$ cat src/rtl/therm_pkg.sv
// therm_pkg: shared widths, FSM states and monotone-code check for the 7-input thermometer accumulator
package therm_pkg;
  localparam int SORT_N = 7;
  localparam int CNT_W = 3;
  typedef enum logic {ACC, FULL} state_t;
  function automatic logic therm_monotone(input logic [SORT_N-1:0] t);
    return ((t & ~(t >> 1)) & 7'h3f) == '0;
  endfunction
endpackage

$ cat src/rtl/therm7_decode.sv
// therm7_decode: sorted 7-bit word to 0..7 count plus non-monotone flag
module therm7_decode
  import therm_pkg::*;
(
  input  logic [SORT_N-1:0] therm,
  output logic [CNT_W-1:0]  cnt,
  output logic              err
);
  assign cnt = CNT_W'($countones(therm));
  assign err = !therm_monotone(therm);
endmodule

$ cat src/rtl/therm_accum7.sv
// therm_accum7: decodes sorted words and sums their counts per frame onto a valid/ready result port
module therm_accum7
  import therm_pkg::*;
#(
  parameter int FRAME_LEN = 16,
  parameter int ACC_W = 8,
  parameter int WORD_W = $clog2(FRAME_LEN + 1)
) (
  input  logic              clk,
  input  logic              rst,
  input  logic              in_valid,
  output logic              in_ready,
  input  logic [SORT_N-1:0] in_therm,
  input  logic              in_last,
  output logic              out_valid,
  input  logic              out_ready,
  output logic [ACC_W-1:0]  out_sum,
  output logic [WORD_W-1:0] out_words,
  output logic              out_err
);
  state_t state, state_n;
  logic d_valid, d_err, d_last, dec_err, err, accept, consume, close;
  logic [CNT_W-1:0] d_cnt, dec_cnt;
  logic [ACC_W-1:0] acc, acc_n;
  logic [WORD_W-1:0] words, words_n;
  therm7_decode u_dec (.therm(in_therm), .cnt(dec_cnt), .err(dec_err));
  assign in_ready = !d_valid || state == ACC;
  assign accept = in_valid && in_ready;
  assign consume = state == ACC && d_valid;
  assign acc_n = acc + ACC_W'(d_cnt);
  assign words_n = words + WORD_W'(1);
  assign close = consume && (d_last || words_n == WORD_W'(FRAME_LEN));
  always_comb begin
    state_n = state;
    state_n = (state == ACC) ? (close ? FULL : ACC) : (out_ready ? ACC : FULL);
  end
  always_ff @(posedge clk)
    if (rst) state <= ACC;
    else state <= state_n;
  always_ff @(posedge clk) begin
    if (rst) begin
      d_valid <= 1'b0;
      d_cnt <= '0;
      d_err <= 1'b0;
      d_last <= 1'b0;
      acc <= '0;
      words <= '0;
      err <= 1'b0;
      out_valid <= 1'b0;
      out_sum <= '0;
      out_words <= '0;
      out_err <= 1'b0;
    end else begin
      if (accept) begin
        d_valid <= 1'b1;
        d_cnt <= dec_cnt;
        d_err <= dec_err;
        d_last <= in_last;
      end else if (consume) d_valid <= 1'b0;
      if (consume) begin
        acc <= close ? '0 : acc_n;
        words <= close ? '0 : words_n;
        err <= close ? 1'b0 : err | d_err;
      end
      if (close) begin
        out_valid <= 1'b1;
        out_sum <= acc_n;
        out_words <= words_n;
        out_err <= err | d_err;
      end else if (state == FULL && out_ready) out_valid <= 1'b0;
    end
  end
endmodule
$ cat config.mk
export PLATFORM = sky130hd
export DESIGN_NAME = therm_accum7
export DESIGN_NICKNAME = d
export VERILOG_FILES = /design/src/rtl/therm_pkg.sv /design/src/rtl/therm7_decode.sv /design/src/rtl/therm_accum7.sv
export SDC_FILE = /design/constraint.sdc
export NUM_CORES = 1
export LEC_CHECK = 0
export BUFFER_PORTS_ARGS = -buffer_cell sky130_fd_sc_hd__buf_2
export CORE_MARGIN = 1
export CORE_UTILIZATION = 25
export CTS_CLUSTER_DIAMETER = 40
export CTS_CLUSTER_SIZE = 24
export DETAILED_ROUTE_END_ITERATION = 12
export GPL_TIMING_DRIVEN = 0
export SETUP_SLACK_MARGIN = 0.05
export SYNTH_ARGS = -nofsm -noshare
export SYNTH_HDL_FRONTEND = slang
export SYNTH_SLANG_ARGS = --single-unit
$ cat constraint.sdc
create_clock -name clk -period 2.4 [get_ports clk]
set_input_delay 0.12 -clock clk [delete_from_list [all_inputs] [get_ports clk]]
set_output_delay 0.12 -clock clk [all_outputs]
set_load 0.005 [all_outputs]
**Word-level counts from Yosys, hierarchy flattened**

Cells that the tools add are included.

- Register bits after elaboration: 36
- Output and inout port bits: 16
- Input port bits: 12
- Logic and storage cells: 46

- Muxes and demuxes: 10
- Add/subtract/negate cells: 8
- Equality and inequality tests: 1
- Reductions and logical operators: 11
- Bitwise gates (word level): 4

Operator list:

| kind | number |
|---|---|
| adder 8 x 3 -> 8 bit | 1 |
| two-way mux 1 bit | 8 |
| two-way mux 8 bit | 1 |
| logical NOT 7 bit | 1 |
| adder 1 x 1 -> 2 bit | 3 |
| adder 3 bit | 2 |
| AND 6 bit | 1 |
| NOT 6 bit | 1 |
| adder 5 x 1 -> 5 bit (second input constant) | 1 |
| == test 5 bit (second input constant) | 1 |
| two-way mux 5 bit | 1 |
| logical AND 1 bit | 4 |
| nonzero test 2 bit | 2 |
| adder 2 x 1 -> 3 bit | 1 |
| logical NOT 1 bit | 2 |
| logical OR 1 bit | 2 |
| NOT 1 bit | 1 |
| OR 1 bit | 1 |

**Depth between registers and ports, before layout**

- Depth after elaboration: 6
- Mapped depth: 8
- Gate-level depth less buffers: 8

**Modules after synthesis**

A second synthesis with hierarchy kept.

- Cells, all modules: 208
- Area total of the unflattened synthesis: 1879.3 um^2

Modules (own cells, without submodules):

| module | times used | sequential area each (um^2) | area each (um^2) | cells each |
|---|---|---|---|---|
| therm_accum7 | 1 | 720.7 | 1737.9 | 191 |
| therm7_decode | 1 | 0.0 | 141.4 | 17 |

**Worst setup path before layout**

No wires, ideal clock.

- Path type: input to register
- Start point: input port in_therm[0]
- End point: register d_cnt[2]
- Library setup time: 0.086 ns
- Slack: 0.299 ns
- Stages: 8
- Required time: 2.314 ns
- Arrival: 2.015 ns
- Buffers on the path: 0
- Path through: ha_1 inv_1 fa_1 inv_1 fa_1 fa_1 xnor2_1 a211oi_1

- Cells in the longest elaborated chain, start to end: 3

RTL lines:

| item | line | text |
|---|---|---|
| from (decl) | therm_accum7.sv:13 | `input logic [SORT_N-1:0] in_therm,` |
| adder 1 x 1 -> 2 bit (implied by the code) | therm7_decode.sv:9 | `assign cnt = CNT_W'($countones(therm));` |
| adder 3 bit (implied by the code) (2 in a row) | therm7_decode.sv:9 |  |
| to (signal assigned) | therm_accum7.sv:56 | `d_cnt <= dec_cnt;` |
| to (decl) | therm_accum7.sv:23 | `logic [CNT_W-1:0] d_cnt, dec_cnt;` |

No other way between the ends.
A chain may end at the register's enable or synchronous reset.

**Final worst setup path**

- Start point: register words[0]
- End point: register out_words[2]

- Cells in the longest elaborated chain, start to end: 4

RTL lines:

| item | line | text |
|---|---|---|
| from (decl) | therm_accum7.sv:25 | `logic [WORD_W-1:0] words, words_n;` |
| from (signal assigned) | therm_accum7.sv:62 | `words <= close ? '0 : words_n;` |
| adder 5 x 1 -> 5 bit (*) | therm_accum7.sv:31 | `assign words_n = words + WORD_W'(1);` |
| == test 5 bit | therm_accum7.sv:32 | `assign close = consume && (d_last \|\| words_n == WORD_W'(FRAME_LEN));` |
| logical OR 1 bit | therm_accum7.sv:32 |  |
| logical AND 1 bit | therm_accum7.sv:32 |  |
| to (signal assigned) | therm_accum7.sv:68 | `out_words <= words_n;` |
| to (decl) | therm_accum7.sv:18 | `output logic [WORD_W-1:0] out_words,` |

Mark *: on every way between the ends. The rest lies on a longest branch, timed or not.

==> out/results.txt <==
Diode count = 0
# port buffers = 26
Sequential area share after synthesis = 0.347
CTS root buffer = clkbuf_8
CP Max Fanout = 10
Multi-input gate area = 1230 um2
Initial antenna violation count = 0
Starting density of the core = 0.263
RSZ-0062 raised after global routing = false
Fillers = 845
Distinct cells, synth = 48
DRT Pass-1 Iters = 6
Post-Route Skew = 0.00832 ns
Pwr dens = 511 nW/um2
CTS H-tree lvls = 2
FF+latch count, synth = 36
Setup WS pre-CTS = 0.0719 ns
GPL Wtd Cong = 0.822
GRT Overall Usage = 0.121
Post-route DRC = 0
CTS Hold Bufs = 0
Post CTS Setup Buffer Count = 0
Die ar. = 8680 um2
Core area = 7890 um2
Synthesized area = 2080 um2
Finished Core Util = 0.309
Post-DRT Antenna Nets = 0
Vias/cell = 4.77
Synth Flop Type = dfxtp_1
Ys async rst share = 0
Pin count of the biggest net entering global routing = 13
Min Tclk post-route = 2.15 ns
Post-synth EDFFs = 0
Hold Vio Cnt, Final = 0
Routed len/inst = 12.8 um
Clk slew on worst S/H paths = 0.08 ns
Total power = 1.24 mW
Synth Instances = 237
Worst Slack Setup Final = 0.249 ns
Row cnt = 32
Drt total wl = 4.79 mm
GR Overflow Total = 0
Total number of vias = 1781
Area occupied by registers = 721 um2
Area Growth Syn to Fin = 17.1%
Chip width = 93.2 um
CTS tree = yes
# resized after CTS = 0
Top-Level Pins = 28
Worst Setup Start Kind = flop
Clk Latency, worst-skew pair = 0.30 ns
Vias in the first global route = 1741
Final TNS setup = 0 ns
Worst slew margin = 0.325
Die span in y = 93.2 um
Worst slew pin tran = 1.01 ns
Max cap viols = 0
Final Net Count = 294
Worst VDD drop = 0.237 mV
Final Cycle Share = 0.896
Worst hold path class = input pin to flop
Worst path arrival time = 2.35 ns
Ys Warns = 0
Final HPWL DP = 3.49 mm
Slew Limit Fails = 0
Outcome = completed
Layout cells sized above 1 = 0.181
Total CTS buffers = 5
# setup viols final = 0
Syn_nets = 261
CTS max path bufs = 2
Synthesized area per cell = 8.77 um2
Lkg Pwr = 1.01 nW
Worst path required time = 2.60 ns
Starting DRC count in detailed routing = 86
CTS sink count = 36
CP Capture Type = flop
Global-route wire length before repair = 8.14 mm
Crit path kind = flop to flop
Fmax = 0.465 GHz
where the power goes:
| group | leakage (nW) | switching, mW | total, mW | internal [mW] |
|---|---|---|---|---|
| registers | 0.292 | 0.0128 | 0.626 | 0.613 |
| logic | 0.678 | 0.0908 | 0.148 | 0.0571 |
| clock network | 0.0434 | 0.238 | 0.471 | 0.233 |
| total | 1.01 | 0.342 | 1.24 | 0.902 |
metal layers:
layer / wire, um / up-vias / track usage
li1: - / 907 / -
met1: 2370 / 826 / 0.158
met2: 2130 / 40 / 0.189
met3: 189 / 8 / 0.0252
met4: 99 / 0 / 0.0564
met5: 0 / - / 0
metrics by stage:
stage / cell area (um2) / std cells / hold slack, ns
final: 2430 / 373 / 0.0538
after global routing: 2430 / 373 / 0.0730
after CTS: 2430 / 373 / 0.0524
after detailed placement: 2340 / 365 / 0.368
after global placement: 2340 / 365 / 0.353
after floorplan: 2080 / 237 / 0.237
state kept, by name (all words and copies together) (netlist names):
signal and count:
out_err 1, err 1, acc 8, words 5
d_last 1, state 1, out_valid 1, out_sum 8
d_err 1, d_cnt 3, d_valid 1, out_words 5
Yosys cell counts, types with 6 or more instances:
cell       n  share of area
a21oi_1   15          0.036
ha_1       8          0.048
mux2i_1   11          0.053
o211ai_1   9          0.033
clkbuf_1  14          0.025
nor3_1     7          0.017
xnor2_1    6          0.025
o21ai_0    9          0.022
inv_1      8          0.014
nand2_1   33          0.060
dfxtp_1   36           0.35
nand3_1    9          0.022
nor2_1    12          0.022
logic make-up (layout without fill, tap and decap cells):
group	count (synthesis)	in the layout	synth area share
simple gates	82	82	0.197
compound gates	56	56	0.196
flops	36	36	0.347
buf+inv	27	61	0.0602
mux	14	14	0.0710
fa+ha+maj	12	12	0.0867
xor+xnor	10	10	0.0421
placed cells by master, fill, tap and decap left out, drive strengths merged, types with 3 or more instances in the layout:
master,instances
a21oi,15
clkbuf,20
dfxtp,36
ha,8
nor3,11
nor2b,4
o2111ai,3
nand3,9
nand2,33
inv,8
o211ai,10
mux2i,11
mux2,3
nor2,12
o211a,3
o21ai,9
xor2,4
fa,4
nor3b,3
xnor2,6
buf,31
worst paths after layout:
kind,from,end,slack (ns),depth (start not counted)
worst min register to register,out_words[1]$_SDFFE_PP0P_,out_words[1]$_SDFFE_PP0P_,0.46,2
worst max-delay path,words[0]$_SDFFE_PP0P_,out_words[2]$_SDFFE_PP0P_,0.25,7
worst min-delay path,in_valid,d_valid$_SDFFE_PP0P_,0.05,3
worst max register to register,words[0]$_SDFFE_PP0P_,out_words[2]$_SDFFE_PP0P_,0.25,7
critical path, stage by stage, from the launching register on:
cell and delay, ns:
dfxtp_1 0.44, ha_1 0.18, clkbuf_1 0.29, nor3b_1 0.15, a311o_2 0.45, o211a_4 0.18
buf_6 0.16, o211a_1 0.21
cell type report:
type / instances / area share
plain buffers: 19 / 0.0391
clock inverters: 2 / 0.00617
repair buffers: 26 / 0.0535
well taps: 102 / 0.0524
flip-flops and latches: 36 / 0.296
inverters: 8 / 0.0123
clock buffers: 6 / 0.0339
multi-input cells: 174 / 0.506
No activity file was read; power rests on OpenSTA's default activity.
